==> config.mk <==
export PLATFORM = sky130hd
export DESIGN_NAME = led_step_ctrl_flat
export DESIGN_NICKNAME = d
export VERILOG_FILES = /design/src/rtl/led_step_ctrl_if.sv /design/src/rtl/led_step_ctrl.sv /design/src/flat_wrapper.sv
export SDC_FILE = /design/constraint.sdc
export NUM_CORES = 1
export LEC_CHECK = 0
export BUFFER_PORTS_ARGS = -buffer_cell sky130_fd_sc_hd__buf_2
export CORE_ASPECT_RATIO = 0.75
export CORE_UTILIZATION = 27
export DETAILED_ROUTE_END_ITERATION = 10
export SYNTH_ARGS = -nofsm -noshare
export SYNTH_HDL_FRONTEND = slang
export SYNTH_HIERARCHICAL = 1
export SYNTH_SLANG_ARGS = --single-unit
==> constraint.sdc <==
create_clock -name clk_50mhz -period 6 [get_ports clk_50mhz]
set_input_delay 1.2 -clock clk_50mhz [delete_from_list [all_inputs] [get_ports clk_50mhz]]
set_output_delay 1.2 -clock clk_50mhz [all_outputs]
set_load 0.1 [all_outputs]
==> src/rtl/led_step_ctrl_if.sv <==
// Button inputs and step-control outputs between the control stage and its
// environment (buttons on one side, the LED rotator on the other).
interface led_step_ctrl_if;
  logic       key_run;
  logic       key_speed;
  logic       key_dir;
  logic       run;
  logic       dir;
  logic [1:0] speed;
  logic       tick;
  logic       clk_step;

  modport master (
    output key_run, key_speed, key_dir,
    input  run, dir, speed, tick, clk_step
  );

  modport slave (
    input  key_run, key_speed, key_dir,
    output run, dir, speed, tick, clk_step
  );
endinterface

==> src/rtl/led_step_ctrl.sv <==
// Button debounce plus run/direction/speed state and step timing for the
// 8-LED rotator: one-cycle tick enable and a 50 % duty step clock.
module key_db #(
  parameter int unsigned DB_CYCLES = 1000000
) (
  input  logic clk,
  input  logic rst,
  input  logic raw,
  output logic press
);
  localparam int CW = $clog2(DB_CYCLES + 1);

  logic          s1, s2, lvl;
  logic [CW-1:0] cnt;

  always_ff @(posedge clk or posedge rst) begin
    if (rst) begin
      s1    <= 1'b1;
      s2    <= 1'b1;
      lvl   <= 1'b1;
      cnt   <= '0;
      press <= 1'b0;
    end else begin
      s1    <= raw;
      s2    <= s1;
      press <= 1'b0;
      if (s2 == lvl) begin
        cnt <= '0;
      end else if (cnt == CW'(DB_CYCLES - 1)) begin
        // level accepted; only the falling (pressed) transition pulses
        lvl   <= s2;
        cnt   <= '0;
        press <= ~s2;
      end else begin
        cnt <= cnt + 1'b1;
      end
    end
  end
endmodule

module led_step_ctrl #(
  parameter int unsigned DB_CYCLES = 1000000,
  parameter int unsigned BASE_DIV  = 50000000
) (
  input  logic             clk_50mhz,
  input  logic             rst,
  led_step_ctrl_if.slave   bus
);
  localparam int NKEY = 3;

  logic [NKEY-1:0] raw;
  logic [NKEY-1:0] press;
  logic            run_q, dir_q, tick_q, cs_q;
  logic [1:0]      speed_q;
  logic [31:0]     tcnt;
  logic [31:0]     period;

  // bit 0 run, bit 1 speed, bit 2 dir
  assign raw = {bus.key_dir, bus.key_speed, bus.key_run};

  for (genvar k = 0; k < NKEY; k++) begin : g_db
    key_db #(.DB_CYCLES(DB_CYCLES)) u_db (
      .clk   (clk_50mhz),
      .rst   (rst),
      .raw   (raw[k]),
      .press (press[k])
    );
  end

  assign period = 32'(BASE_DIV) >> speed_q;

  always_ff @(posedge clk_50mhz or posedge rst) begin
    if (rst) begin
      run_q   <= 1'b0;
      dir_q   <= 1'b0;
      speed_q <= 2'd0;
      tick_q  <= 1'b0;
      cs_q    <= 1'b0;
      tcnt    <= '0;
    end else begin
      tick_q <= 1'b0;
      if (press[0]) run_q <= ~run_q;
      if (press[2]) dir_q <= ~dir_q;
      // a speed change restarts the period and suppresses a coincident tick
      if (press[1]) begin
        speed_q <= speed_q + 2'd1;
        tcnt    <= '0;
      end else if (run_q) begin
        if (tcnt == period - 32'd1) begin
          tick_q <= 1'b1;
          tcnt   <= '0;
          cs_q   <= ~cs_q;
        end else begin
          tcnt <= tcnt + 32'd1;
        end
      end
    end
  end

  assign bus.run      = run_q;
  assign bus.dir      = dir_q;
  assign bus.speed    = speed_q;
  assign bus.tick     = tick_q;
  assign bus.clk_step = cs_q;
endmodule

==> src/flat_wrapper.sv <==
// flat-port wrapper written by rule: the top's interface ports become plain ports
module led_step_ctrl_flat 
#(
  parameter int unsigned DB_CYCLES = 1000000,
  parameter int unsigned BASE_DIV  = 50000000
)
  (clk_50mhz, rst, bus_key_run, bus_key_speed, bus_key_dir, bus_run, bus_dir, bus_speed, bus_tick, bus_clk_step);
  led_step_ctrl_if bus_i ();
  input  logic clk_50mhz;
  input  logic rst;
  input wire logic [$bits(bus_i.key_run)-1:0] bus_key_run;
  input wire logic [$bits(bus_i.key_speed)-1:0] bus_key_speed;
  input wire logic [$bits(bus_i.key_dir)-1:0] bus_key_dir;
  output wire logic [$bits(bus_i.run)-1:0] bus_run;
  output wire logic [$bits(bus_i.dir)-1:0] bus_dir;
  output wire logic [$bits(bus_i.speed)-1:0] bus_speed;
  output wire logic [$bits(bus_i.tick)-1:0] bus_tick;
  output wire logic [$bits(bus_i.clk_step)-1:0] bus_clk_step;
  assign bus_i.key_run = bus_key_run;
  assign bus_i.key_speed = bus_key_speed;
  assign bus_i.key_dir = bus_key_dir;
  assign bus_run = bus_i.run;
  assign bus_dir = bus_i.dir;
  assign bus_speed = bus_i.speed;
  assign bus_tick = bus_i.tick;
  assign bus_clk_step = bus_i.clk_step;
  led_step_ctrl #(.DB_CYCLES(DB_CYCLES), .BASE_DIV(BASE_DIV)) u_core (.clk_50mhz(clk_50mhz), .rst(rst), .bus(bus_i));
endmodule
; Yosys cells after proc, flatten, opt, wreduce, memory -nomap -nowiden
; Index checks and enable logic that the tools add are counted.
[word_totals]
wordCells = 68
reg_bits = 110
out_inout_bits = 6
in_bits = 5
[classes]
mux = 18
n_reduce_logical = 5
shifts = 1
n_bitwise = 10
n_addsub = 6
n_eq_ne = 7
[ops]
columns = operator, n
row1 = $mux W20, 6
row2 = $mux W32, 3
row3 = $add A20 B1 Y20 const B, 3
row4 = $eq A20 B20 Y1 const B, 3
row5 = $add A32 B1 Y32 const B, 1
row6 = $eq A32 B32 Y1, 1
row7 = $shr A26 B2 Y32 const A, 1
row8 = $sub A32 B1 Y32 const B, 1
row9 = $not A1 Y1, 10
row10 = $mux W1, 9
row11 = $reduce_and A2 Y1, 3
row12 = $eq A1 B1 Y1, 3
row13 = $reduce_and A3 Y1, 1
row14 = $add A2 B1 Y2 const B, 1
row15 = $reduce_bool A2 Y1, 1

; Longest topological paths before layout
[logic_depth]
ltp_word = 6
ltp_mapped = 10
depth_no_buf = 8

; By module
; The synthesis kept the hierarchy.
[modules_own_cells]
columns = mod, seq_area_each_um2, cells_per_inst, instances, area_per_inst_um2
row1 = key_db, 604.3, 108, 3, 1192.4
row2 = led_step_ctrl, 950.9, 267, 1, 2348.5

; Worst setup path after synthesis
; Ideal clock, no wire load.
[synth_path]
path_type = register to register
start = reg u_core.speed_q[1], in the netlist u_core/bus.speed[1]
end = reg u_core.tcnt[16]
t_required_ns = 5.876
setup_ns = 0.124
n_path_buf = 1
path_stages_with_launch = 10
slack_ns = 2.750
synth_period_minus_slack_ns = 3.250
arrival_time_ns = 3.126
cell_sequence = dfrtp_1 > inv_1 > ha_1 > or3b_1 > a2111o_1 > a2111oi_4 > a21o_1 > buf_4 > nor3b_1 > a211o_1
[synth_via]
elab_chain_len = 6
[synth_rtl]
columns = item, line
row1 = "start, declared", led_step_ctrl.sv:54  ; logic [1:0] speed_q;
row2 = "start signal, assigned", led_step_ctrl.sv:86  ; speed_q <= speed_q + 2'd1;
row3 = $shr A26 B2 Y32, led_step_ctrl.sv:70  ; assign period = 32'(BASE_DIV) >> speed_q;
row4 = $sub A32 B1 Y32, led_step_ctrl.sv:89  ; if (tcnt == period - 32'd1) begin
row5 = $eq A32 B32 Y1, led_step_ctrl.sv:89
row6 = $mux W32, led_step_ctrl.sv:89
row7 = $mux W32, led_step_ctrl.sv:88  ; end else if (run_q) begin
row8 = $mux W32, led_step_ctrl.sv:85  ; if (press[1]) begin
row9 = "end signal, assigned", led_step_ctrl.sv:94  ; tcnt <= tcnt + 32'd1;
row10 = "end, declared", led_step_ctrl.sv:55  ; logic [31:0] tcnt;
; No other way between the ends. The select of a mux whose other input is x is not followed.
; A chain may end at the register's enable or synchronous reset.

; Worst setup path after layout
[layout_path]
start = reg u_core.speed_q[1], in the netlist u_core/bus.speed[1]
end = reg u_core.tcnt[25]
; Same word-level chain as after synthesis.

==> summary.txt <==
Global routing
  – Total GRT Usage: 11.1%
  – Number of global-route vias before repair: 3885
  – Total global routing overflow: 0
  – Global-route wire length before repair: 20300 um
  – Initial antenna violation count: 0
  – Largest net degree at the start of global routing: 38

Floorplan
  – Starting Density: 27.8%
  – Row count: 46
  – Die extent in y: 130 um
  – Core Footprint: 0.0214 mm^2
  – Die area: 0.0225 mm^2
  – Die width: 173 um
  – I/O pins: 11

Synth
  – Cells after synthesis: 591
  – Top_reg_cell synth: dfrtp_1
  – Post-synth EDFFs: 0
  – Seq/Total Area, Yosys: 46.6%
  – Async set or reset register ratio after synthesis: 100%
  – Yosys reg bits: 110
  – Synth Warn #: 6
  – Post-synth net total: 607
  – Unique masters post-synth: 56
  – Synth Cell Area: 0.00593 mm^2
  – Syn_area_per_cell: 10.0 um^2

Worst setup path
  – Buf/Inv on CP: 1
  – Arrival @ worst endpoint: 3.54 ns
  – Critical path peak fanout: 29
  – Data required, critical path: 6.23 ns
  – Top delay family on crit path: compound AO/OA/AOI/OAI gates
  – Startpoint Class: register
  – CP cell instances: inv_1, ha_1, or3b_1, a2111o_1, a2111oi_4, a21o_1, nor2_1, a221o_1
  – CP peak stage delay: 0.82 ns
  – Slowest CP cell: a21o_1
  – Crit. End Element: register
  – Crit Path Category: register to register

CTS
  – Depth of the CTS H-tree: 3
  – Clk_lat worst skew: 0.35 ns
  – Root Buffer: clkbuf_16
  – CTS max path bufs: 2
  – Clk slew on worst S/H paths: 0.07 ns
  – Post-CTS Resized: 0
  – Clock sink total: 110
  – Post-CTS setup buffers: 0
  – CTS Hold Buffers Added: 0
  – CTS buffer count: 9
  – CTS tree: done

Timing
  – Slew headroom: 18.0%
  – Fmax achieved: 0.303 GHz
  – Fin. Hold Viols: 0
  – Clock skew: 0.00623 ns
  – Setup violations, final: 0
  – RSZ-0062 raised after global routing: false
  – Fin. max-slew vios: 0
  – Setup_tns: 0 ns
  – Setup WS post-layout: 2.70 ns
  – Fin crit period: 3.30 ns
  – Worst-Margin Slew: 1.23 ns
  – Hold WS: 0.357 ns
  – Crit share post-route: 55.1%

Power and ir drop
  – Sw frac: 22.7%
  – P_leak: 2.63 nW
  – Tot Pwr: 1.35 mW
  – Clock power frac: 41.4%
  – IR drop worst, VDD: 171 uV
  – Int Power: 1.04 mW
  – Logic gate share of total power: 2.6%
  – Switch Pwr: 0.306 mW
  – Flop pwr share: 56.0%
  – Pwr Density: 207 mW/mm^2

Route
  – Wirelength per Cell: 13.5 um
  – Number of nets with antenna violations after routing: 0
  – TritonRoute pass-1 iters: 4
  – DRC viols: 0
  – Initial DRC Count: 295
  – Vias per cell: 4.87
  – DR vias: 4316
  – Final WL: 11900 um

Run status
  – Outcome: finished, final reports clean

Final layout
  – Most frequent cells in the layout: dfrtp_1 (101), nor2_1 (59), nand2_1 (44)
  – Fillers: 2211
  – Commonest non-fill, non-tap cell in the layout: dfrtp_1
  – N_diodes: 0
  – Layout cells sized above 1: 11.7%
  – Layout area overhead: 10.1%
  – Layout Nets: 610
  – Final std cells w/o fill: 887

Placement
  – Gpl congestion: 0.759
  – DPL Wire Length: 8150 um
  – Port Buffers: 10
  – Inst Count DP: 871
  – DP Worst Slack: 2.76 ns

Run
  – Max cap viols: 0

Min path
  – Min-delay worst type: register to register
## through the flow
stage / cell area, um^2 / util [%]
6_report: 6520 / 30.5
5_1_grt: 6520 / 30.5
4_1_cts: 6520 / 30.5
3_5_place_dp: 6250 / 29.3
3_3_place_gp: 6250 / 29.3
2_1_floorplan: 5930 / -
## synthesized netlist by cell type (9+ instances only)
cell,number,area (um^2)
nand3_1,37,185
dfrtp_1,101,2530
nor3_1,9,45.0
or3_1,17,106
nor2_1,60,225
inv_1,24,90.1
ha_1,11,138
xnor2_1,29,254
clkbuf_1,11,41.3
xor2_1,32,280
o31ai_1,9,67.6
or4_1,10,75.1
and3_1,14,87.6
dfstp_2,9,236
nand2_1,44,165
nand4_1,21,131
a21oi_1,27,135
o21ai_0,16,80.1
## registers in the layout, summed over array words and instances (netlist names)
name / cells
u_core/g_db.u_db/cnt: 60
u_core/tcnt: 32
u_core/bus.tick: 1
u_core/g_db.u_db/s2: 3
u_core/g_db.u_db/lvl: 3
u_core/g_db.u_db/s1: 3
u_core/g_db.u_db/press: 3
u_core/bus.speed: 2
u_core/bus.clk_step: 1
u_core/bus.run: 1
u_core/bus.dir: 1
## final timing paths
kind                                         from                     endpoint  slack, ns  depth (start not counted)
min in group asynchronous                     rst               u_core/bus.dir       0.72                          2
max in group asynchronous                     rst  u_core/g_db[1].u_db/cnt[17]       4.33                          2
min reg2reg                u_core/g_db[2].u_db/s1       u_core/g_db[2].u_db/s2       0.36                          0
max reg2reg                   u_core/bus.speed[1]              u_core/tcnt[25]       2.70                          8
max                           u_core/bus.speed[1]              u_core/tcnt[25]       2.70                          8
min                        u_core/g_db[2].u_db/s1       u_core/g_db[2].u_db/s2       0.36                          0
## logic make-up (layout without fill, tap and decap cells)
family	after synthesis	in the layout	share of synthesized area, %
and+or+nand+nor	276	276	27.3
DFF	110	110	46.6
AOI/OAI and AO/OA	82	82	10.1
xor gates and xnor gates	61	61	9.02
buffers and inverters	44	52	3.21
adders and majority gates	11	11	2.32
muxes	7	7	1.44
## worst reg2reg max path: stages (launching register included)
cell       delay [ns]
dfrtp_1          0.51
inv_1            0.15
ha_1             0.25
or3b_1           0.36
a2111o_1         0.45
a2111oi_4        0.24
a21o_1           0.82
nor2_1           0.12
a221o_1          0.29
## metal layers
layer | share of wire [%] | track usage (%)
met1 | 53 | 16.7
met2 | 41 | 15.4
met3 | 4.7 | 2.65
met4 | 1.3 | 3.59
met5 | 0 | 0
## power by group through the flow
| stage | logic, mW | clock network (mW) | registers, mW |
|---|---|---|---|
| 3_5_place_dp | 0.0365 | 0 | 0.770 |
| 2_1_floorplan | 0.0267 | 0 | 0.768 |
| 5_1_grt | 0.0414 | 0.607 | 0.757 |
| 3_3_place_gp | 0.0368 | 0 | 0.770 |
| 6_report | 0.0344 | 0.558 | 0.756 |
| 4_1_cts | 0.0368 | 0.584 | 0.755 |
## cell type report
type	count	area, um^2	area share [%]
Clock buffer	11	233	3.57
Tap cell	288	360	5.53
Clock inverter	5	35.0	0.537
Inverter	24	90.1	1.38
Multi-Input combinational cell	437	2970	45.6
Timing Repair Buffer	12	65.1	0.998
Sequential cell	110	2760	42.4
Power figures use the tool's default switching activity.
